## src/rtl/instr_encoder_pkg.sv

```systemverilog
// Shared constants for the instruction encoder: widths, format codes, immediate
// field widths, opcode definitions and the immediate range helper.
package instr_encoder_pkg;

    localparam int WORD      = 64;
    localparam int INSTR_LEN = 32;

    typedef enum logic [2:0] {
        FMT_R  = 3'd0,
        FMT_I  = 3'd1,
        FMT_D  = 3'd2,
        FMT_CB = 3'd3,
        FMT_B  = 3'd4
    } fmt_t;

    localparam int IMM_W_I  = 12;
    localparam int IMM_W_D  = 9;
    localparam int IMM_W_CB = 19;
    localparam int IMM_W_B  = 26;

    localparam logic [10:0] OP_ADD  = 11'h458;
    localparam logic [10:0] OP_LSL  = 11'h69B;
    localparam logic [10:0] OP_ADDI = 11'h488;
    localparam logic [10:0] OP_LDUR = 11'h7C2;
    localparam logic [10:0] OP_B    = 11'h0A0;
    localparam logic [10:0] OP_CBZ  = 11'h5A0;

    typedef enum logic [1:0] {
        ST_IDLE   = 2'd0,
        ST_ACTIVE = 2'd1,
        ST_DONE   = 2'd2
    } state_t;

    // True when imm equals the sign-extension of its low 'width' bits.
    function automatic logic imm_fits(input logic [WORD-1:0] imm, input int width);
        logic fits;
        fits = 1'b1;
        for (int b = 0; b < WORD; b++) begin
            if (b >= width - 1 && imm[b] != imm[width-1]) begin
                fits = 1'b0;
            end
        end
        return fits;
    endfunction

endpackage

```

## src/rtl/instr_field_pack.sv

```systemverilog
// Combinational field packer: instruction fields -> encoded word plus imm_err.
// Range checking of immediates is enabled by INSTR_ENCODER_RANGE_CHECK_EN.
module instr_field_pack #(
    parameter int WORD      = instr_encoder_pkg::WORD,
    parameter int INSTR_LEN = instr_encoder_pkg::INSTR_LEN
) (
    input  logic [2:0]           fmt,
    input  logic [10:0]          opcode,
    input  logic [4:0]           rd,
    input  logic [4:0]           rn,
    input  logic [4:0]           rm,
    input  logic [5:0]           shamt,
    input  logic [WORD-1:0]      imm,
    output logic [INSTR_LEN-1:0] word,
    output logic                 imm_err
);
    import instr_encoder_pkg::*;

    logic [31:0] enc;
    logic        range_bad;

    always_comb begin
        enc       = '0;
        imm_err   = 1'b0;
        range_bad = 1'b0;
        case (fmt)
            FMT_R:  enc = {opcode, rm, shamt, rn, rd};
            FMT_I: begin
                enc       = {opcode[10:1], imm[11:0], rn, rd};
                range_bad = !imm_fits(imm, IMM_W_I);
            end
            FMT_D: begin
                enc       = {opcode, imm[8:0], 2'b00, rn, rd};
                range_bad = !imm_fits(imm, IMM_W_D);
            end
            FMT_CB: begin
                enc       = {opcode[10:3], imm[18:0], rd};
                range_bad = !imm_fits(imm, IMM_W_CB);
            end
            FMT_B: begin
                enc       = {opcode[10:5], imm[25:0]};
                range_bad = !imm_fits(imm, IMM_W_B);
            end
            default: imm_err = 1'b1;
        endcase
`ifdef INSTR_ENCODER_RANGE_CHECK_EN
        if (range_bad) begin
            imm_err = 1'b1;
        end
`endif
    end

`ifndef INSTR_ENCODER_RANGE_CHECK_EN
    logic range_bad_unused;
    assign range_bad_unused = range_bad;
`endif

    assign word = INSTR_LEN'(enc);

endmodule

```

## src/rtl/instr_encoder.sv

```systemverilog
// Instruction encoder job engine: FSM, job counters and a one-deep output register.
// Optional immediate range checking and err_cnt via INSTR_ENCODER_RANGE_CHECK_EN.
module instr_encoder #(
    parameter int WORD      = instr_encoder_pkg::WORD,
    parameter int INSTR_LEN = instr_encoder_pkg::INSTR_LEN,
    parameter int LEN_W     = 16
) (
    input  logic                 clk,
    input  logic                 reset,
    input  logic                 start,
    input  logic [WORD-1:0]      base_addr,
    input  logic [LEN_W-1:0]     job_len,
    input  logic                 in_valid,
    output logic                 in_ready,
    input  logic [2:0]           fmt,
    input  logic [10:0]          opcode,
    input  logic [4:0]           rd,
    input  logic [4:0]           rn,
    input  logic [4:0]           rm,
    input  logic [5:0]           shamt,
    input  logic [WORD-1:0]      imm,
    output logic                 out_valid,
    input  logic                 out_ready,
    output logic [INSTR_LEN-1:0] instr,
    output logic [WORD-1:0]      addr,
    output logic                 imm_err,
    output logic                 done,
    output logic                 busy
`ifdef INSTR_ENCODER_RANGE_CHECK_EN
    ,
    output logic [7:0]           err_cnt
`endif
);
    import instr_encoder_pkg::*;

    state_t               state_reg;
    logic [LEN_W-1:0]     acc_left_reg;
    logic [LEN_W-1:0]     out_left_reg;
    logic                 out_valid_reg;
    logic [INSTR_LEN-1:0] instr_reg;
    logic [WORD-1:0]      addr_reg;
    logic                 imm_err_reg;
    logic                 done_reg;
    logic [INSTR_LEN-1:0] pack_word;
    logic                 pack_err;
    logic                 in_fire;
    logic                 out_fire;

    instr_field_pack #(
        .WORD      (WORD),
        .INSTR_LEN (INSTR_LEN)
    ) u_pack (
        .fmt     (fmt),
        .opcode  (opcode),
        .rd      (rd),
        .rn      (rn),
        .rm      (rm),
        .shamt   (shamt),
        .imm     (imm),
        .word    (pack_word),
        .imm_err (pack_err)
    );

    // A new word may enter whenever the output slot is empty or draining this cycle.
    assign in_ready  = (state_reg == ST_ACTIVE) && (acc_left_reg != '0) &&
                       (!out_valid_reg || out_ready);
    assign in_fire   = in_valid && in_ready;
    assign out_fire  = out_valid_reg && out_ready;
    assign out_valid = out_valid_reg;
    assign instr     = instr_reg;
    assign addr      = addr_reg;
    assign imm_err   = imm_err_reg;
    assign done      = done_reg;
    assign busy      = (state_reg != ST_IDLE);

    always_ff @(posedge clk) begin
        if (reset) begin
            state_reg     <= ST_IDLE;
            acc_left_reg  <= '0;
            out_left_reg  <= '0;
            out_valid_reg <= 1'b0;
            instr_reg     <= '0;
            addr_reg      <= '0;
            imm_err_reg   <= 1'b0;
            done_reg      <= 1'b0;
        end else begin
            done_reg <= 1'b0;
            case (state_reg)
                ST_IDLE: begin
                    if (start) begin
                        addr_reg     <= base_addr;
                        acc_left_reg <= job_len;
                        out_left_reg <= job_len;
                        state_reg    <= (job_len == '0) ? ST_DONE : ST_ACTIVE;
                    end
                end
                ST_ACTIVE: begin
                    if (in_fire) begin
                        instr_reg     <= pack_word;
                        imm_err_reg   <= pack_err;
                        acc_left_reg  <= acc_left_reg - LEN_W'(1);
                        out_valid_reg <= 1'b1;
                    end else if (out_fire) begin
                        out_valid_reg <= 1'b0;
                    end
                    if (out_fire) begin
                        addr_reg     <= addr_reg + WORD'(4);
                        out_left_reg <= out_left_reg - LEN_W'(1);
                        if (out_left_reg == LEN_W'(1)) begin
                            out_valid_reg <= 1'b0;
                            state_reg     <= ST_DONE;
                        end
                    end
                end
                ST_DONE: begin
                    done_reg  <= 1'b1;
                    state_reg <= ST_IDLE;
                end
                default: state_reg <= ST_IDLE;
            endcase
        end
    end

`ifdef INSTR_ENCODER_RANGE_CHECK_EN
    logic [7:0] err_cnt_reg;
    assign err_cnt = err_cnt_reg;

    always_ff @(posedge clk) begin
        if (reset) begin
            err_cnt_reg <= '0;
        end else if (state_reg == ST_IDLE && start) begin
            err_cnt_reg <= '0;
        end else if (out_fire && imm_err_reg && err_cnt_reg != 8'hFF) begin
            err_cnt_reg <= err_cnt_reg + 8'd1;
        end
    end
`endif

endmodule

```

## config.mk

```make
export PLATFORM = sky130hd
export DESIGN_NAME = instr_encoder
export DESIGN_NICKNAME = d
export VERILOG_FILES = /design/src/rtl/instr_encoder_pkg.sv /design/src/rtl/instr_field_pack.sv /design/src/rtl/instr_encoder.sv
export SDC_FILE = /design/constraint.sdc
export NUM_CORES = 1
export LEC_CHECK = 0
export ABC_AREA = 1
export CAP_MARGIN = 40
export CORE_MARGIN = 2
export CORE_UTILIZATION = 52
export CTS_CLUSTER_SIZE = 8
export DETAILED_ROUTE_END_ITERATION = 8
export PLACE_DENSITY = 0.88
export SLEW_MARGIN = 25
export SYNTH_ARGS = -nofsm -noshare
export SYNTH_HDL_FRONTEND = slang
export SYNTH_SLANG_ARGS = --single-unit
```

## constraint.sdc

```tcl
create_clock -name clk -period 4 [get_ports clk]
set_clock_uncertainty 0.1 [all_clocks]
set_input_delay 1.2 -clock clk [delete_from_list [all_inputs] [get_ports clk]]
set_output_delay 1.2 -clock clk [all_outputs]
set_load 0.005 [all_outputs]
```

==> tab_implementation.tex <==
\begin{tabular}{lr}
\hline
Metric & Value \\
\hline
\multicolumn{2}{l}{\textbf{Clock tree}} \\
Max clock buf depth & 2 \\
Clock tree from TritonCTS & built \\
Count of buffers added by post-CTS timing repair for setup & 0 \\
Source-to-sink clock delay at the later pin of the worst-skew pair & 0.44 ns \\
Number of buffers created by CTS & 17 \\
Number of sinks on the clock net & 133 \\
Register clock-pin slew on the reported worst setup and hold paths & 0.06 ns \\
Cell at the root of the clock tree & sky130\_fd\_sc\_hd\_\_clkbuf\_16 \\
\# hold bufs at CTS & 0 \\
H-tree levels & 4 \\
Post-cts sizing count & 0 \\
\multicolumn{2}{l}{\textbf{Floorplanning}} \\
\# rows & 48 \\
Die outline area & 18600 um2 \\
Die span in y & 136 um \\
Starting density of the core & 52.9\% \\
Overall die width & 136 um \\
Placeable Area & 17200 um2 \\
Number of top-level pins & 285 \\
\multicolumn{2}{l}{\textbf{STA}} \\
Final setup violation count & 0 \\
Final number of max-transition violations & 0 \\
Max Clock Freq & 260 MHz \\
RSZ-0062 raised after global routing & no \\
Final period utilization & 96.2\% \\
Slew @ Worst Pin & 0.631 ns \\
Shortest period the worst path allows & 3.85 ns \\
Max-slew headroom at the worst pin & 57.7\% \\
Hold Vio Cnt, Final & 0 \\
Setup TNS & 0 ns \\
\multicolumn{2}{l}{\textbf{Place}} \\
Number of buffers added on ports & 246 \\
RD Place Congestion & 0.977 \\
Detail Placement HPWL & 27100 um \\
\multicolumn{2}{l}{\textbf{Logic synthesis}} \\
Avg Synthesized Cell Area & 5.75 um2 \\
Number of flops mapped to enable cells by yosys & 0 \\
Flip-flop cell with the highest count after synthesis & sky130\_fd\_sc\_hd\_\_dfxtp\_1 \\
Library cell occupying the most area in the post-synthesis netlist & sky130\_fd\_sc\_hd\_\_dfxtp\_1 \\
Synth cell types & 43 \\
Syn Nets & 1774 \\
Async set-or-reset flop fraction in the synthesized netlist & 0\% \\
Count of mapped cells out of synthesis & 1585 \\
YS warnings & 0 \\
Most frequent cells after synthesis & sky130\_fd\_sc\_hd\_\_nand2\_1, sky130\_fd\_sc\_hd\_\_nor2\_1, sky130\_fd\_sc\_hd\_\_inv\_1, sky130\_fd\_sc\_hd\_\_o21ai\_0, sky130\_fd\_sc\_hd\_\_dfxtp\_1 \\
Share of synthesized area occupied by flip-flops and latches & 29.2\% \\
Top cells by area, synth & sky130\_fd\_sc\_hd\_\_dfxtp\_1, sky130\_fd\_sc\_hd\_\_nand2\_1, sky130\_fd\_sc\_hd\_\_nor2\_1 \\
Flop and latch count out of synthesis & 133 \\
Post-synthesis instance area & 9110 um2 \\
Most frequent cell after synthesis & sky130\_fd\_sc\_hd\_\_nand2\_1 \\
Fraction of post-synthesis cell area in the top cell type by area & 29.2\% \\
\multicolumn{2}{l}{\textbf{GRT}} \\
Wire length of the first global-routing pass & 54100 um \\
Pin count of the biggest net entering global routing & 97 \\
Initial antenna violation count & 0 \\
Final global-route overflow total & 0 \\
Global Route Usage Sum & 37.5\% \\
Vias in the first global route & 10.4k \\
\multicolumn{2}{l}{\textbf{Pwr}} \\
Proportion of power drawn by flip-flops and latches & 37.1\% \\
Gate power share & 25.2\% \\
Net switching fraction of the power & 33.3\% \\
Peak supply drop & 0.000320 V \\
P per Cell Area & 343 nW/um2 \\
Clock network fraction of total power & 37.7\% \\
Net switching power & 0.00141 W \\
Int Pwr & 0.00284 W \\
P\_leak & 4.86 nW \\
\multicolumn{2}{l}{\textbf{Critical path}} \\
Endpoint arrival time on the critical path & 2.55 ns \\
Required time of the critical path & 2.70 ns \\
Largest fanout on the critical path & 2 \\
Kind of end point of the critical path & output pin \\
Startpoint Class & input port \\
Class of the most critical setup path & in2out \\
\multicolumn{2}{l}{\textbf{Layout}} \\
Area taken by multi-input logic gates & 5550 um2 \\
Fillcell total & 1536 \\
Flip-flop count of the largest register after layout & 64 \\
Storage element area & 2660 um2 \\
Post-synthesis to final-layout area growth & 35.8\% \\
Final layout net count & 1993 \\
Post-layout util & 71.8\% \\
Antenna cell count & 0 \\
Layout cell share with drive strength beyond 1 & 4.35\% \\
\multicolumn{2}{l}{\textbf{Hold path}} \\
Min-Delay Path Class & reg2reg \\
\multicolumn{2}{l}{\textbf{Detailed routing}} \\
Detailed-route wire length per cell & 17.5 um \\
Number of vias in the routed layout & 11.4k \\
Drt drc & 0 \\
Remaining antenna violation count after routing & 0 \\
Per-cell via count in the routed design & 5.57 \\
Detailed Route Iter0 Violations & 1033 \\
Number of detailed-routing iterations run before antenna repair & 6 \\
Wire length after detailed routing & 35700 um \\
\multicolumn{2}{l}{\textbf{Run status}} \\
Run status & finished clean \\
\multicolumn{2}{l}{\textbf{Job}} \\
Number of maximum-capacitance constraint violations & 0 \\
\hline
\end{tabular}
## area by class of cell
| type | instances | area share, % |
|---|---|---|
| clock buffer | 19 | 3.66 |
| inverter | 167 | 5.07 |
| tap | 225 | 2.28 |
| sequential | 133 | 21.5 |
| multi-input combinational | 1224 | 44.8 |
| timing repair buffer | 261 | 21.5 |
| clock inverter | 13 | 1.10 |
## metrics by stage
step / power [W] / instances / hold WS, ns / instance area, um2 / worst slack (ns)
floorplan: 0.00216 / 1585 / 0.355 / 9110 / 1.20
global placement: 0.00260 / 2006 / 0.351 / 11700 / 0.177
detailed placement: 0.00264 / 2009 / 0.355 / 11800 / 0.161
CTS: 0.00422 / 2041 / 0.365 / 12300 / 0.158
global route: 0.00443 / 2042 / 0.376 / 12400 / 0.0663
finish: 0.00425 / 2042 / 0.363 / 12400 / 0.154
## cell usage in the layout, fill, tap and decap left out, drive strengths merged, types with 5 or more instances in the layout
cell type      instances
o22ai                  7
a21boi                 5
a21oi                125
nand2                516
o31ai                  8
nand4                 13
nand3                 71
nor2                 243
inv                  171
a31oi                 12
clkinv                 7
ha                     5
clkbuf                19
xnor2                  8
dfxtp                133
o21ai                151
buf                   16
nor4                   5
xor2                  12
clkdlybuf4s50        245
nor3                  25
o221ai                 6
## per-layer routing
metal / global-route usage, % / part of all wire, % / wire (um)
met5: 0 / 0 / 0
met4: 18.2 / 4.6 / 1640
met3: 8.76 / 10 / 3630
met2: 62.7 / 46 / 16600
met1: 45.3 / 39 / 13800
## path summary, 6_finish.rpt
check | from | end | slack [ns] | cells past startpoint
worst max register to register | state_reg[0] | addr[31] | 1.46 | 10
worst min-delay path | instr[10] | instr[10] | 0.36 | 2
worst max-delay path | out_ready | in_ready | 0.15 | 6
worst min register to register | instr[10] | instr[10] | 0.36 | 2
## kinds of logic (layout without fill, tap and decap cells)
group / after synthesis / in the layout / synth area share (%)
and+or+nand+nor: 875 / 875 / 39.0
AOI/OAI and AO/OA: 324 / 324 / 19.1
buffers and inverters: 228 / 460 / 10.0
DFF: 133 / 133 / 29.2
xor gates and xnor gates: 20 / 20 / 1.92
adders and majority gates: 5 / 5 / 0.687
## power by group through the flow
stage / Combinational, W / Clock [W] / Sequential (W)
3_5_place_dp: 0.00104 / 0 / 0.00160
3_3_place_gp: 0.00101 / 0 / 0.00159
5_1_grt: 0.00118 / 0.00166 / 0.00159
2_1_floorplan: 0.000593 / 0 / 0.00156
6_report: 0.00107 / 0.00160 / 0.00158
4_1_cts: 0.00105 / 0.00159 / 0.00157
## critical path, cell delays in order
cell	delay (ns)
sky130_fd_sc_hd__clkdlybuf4s50_1	0.48
sky130_fd_sc_hd__nor2_1	0.07
sky130_fd_sc_hd__nor2_2	0.16
sky130_fd_sc_hd__nand2_1	0.08
sky130_fd_sc_hd__inv_1	0.06
sky130_fd_sc_hd__clkdlybuf4s50_1	0.49
No activity file was read; power rests on OpenSTA's default activity.
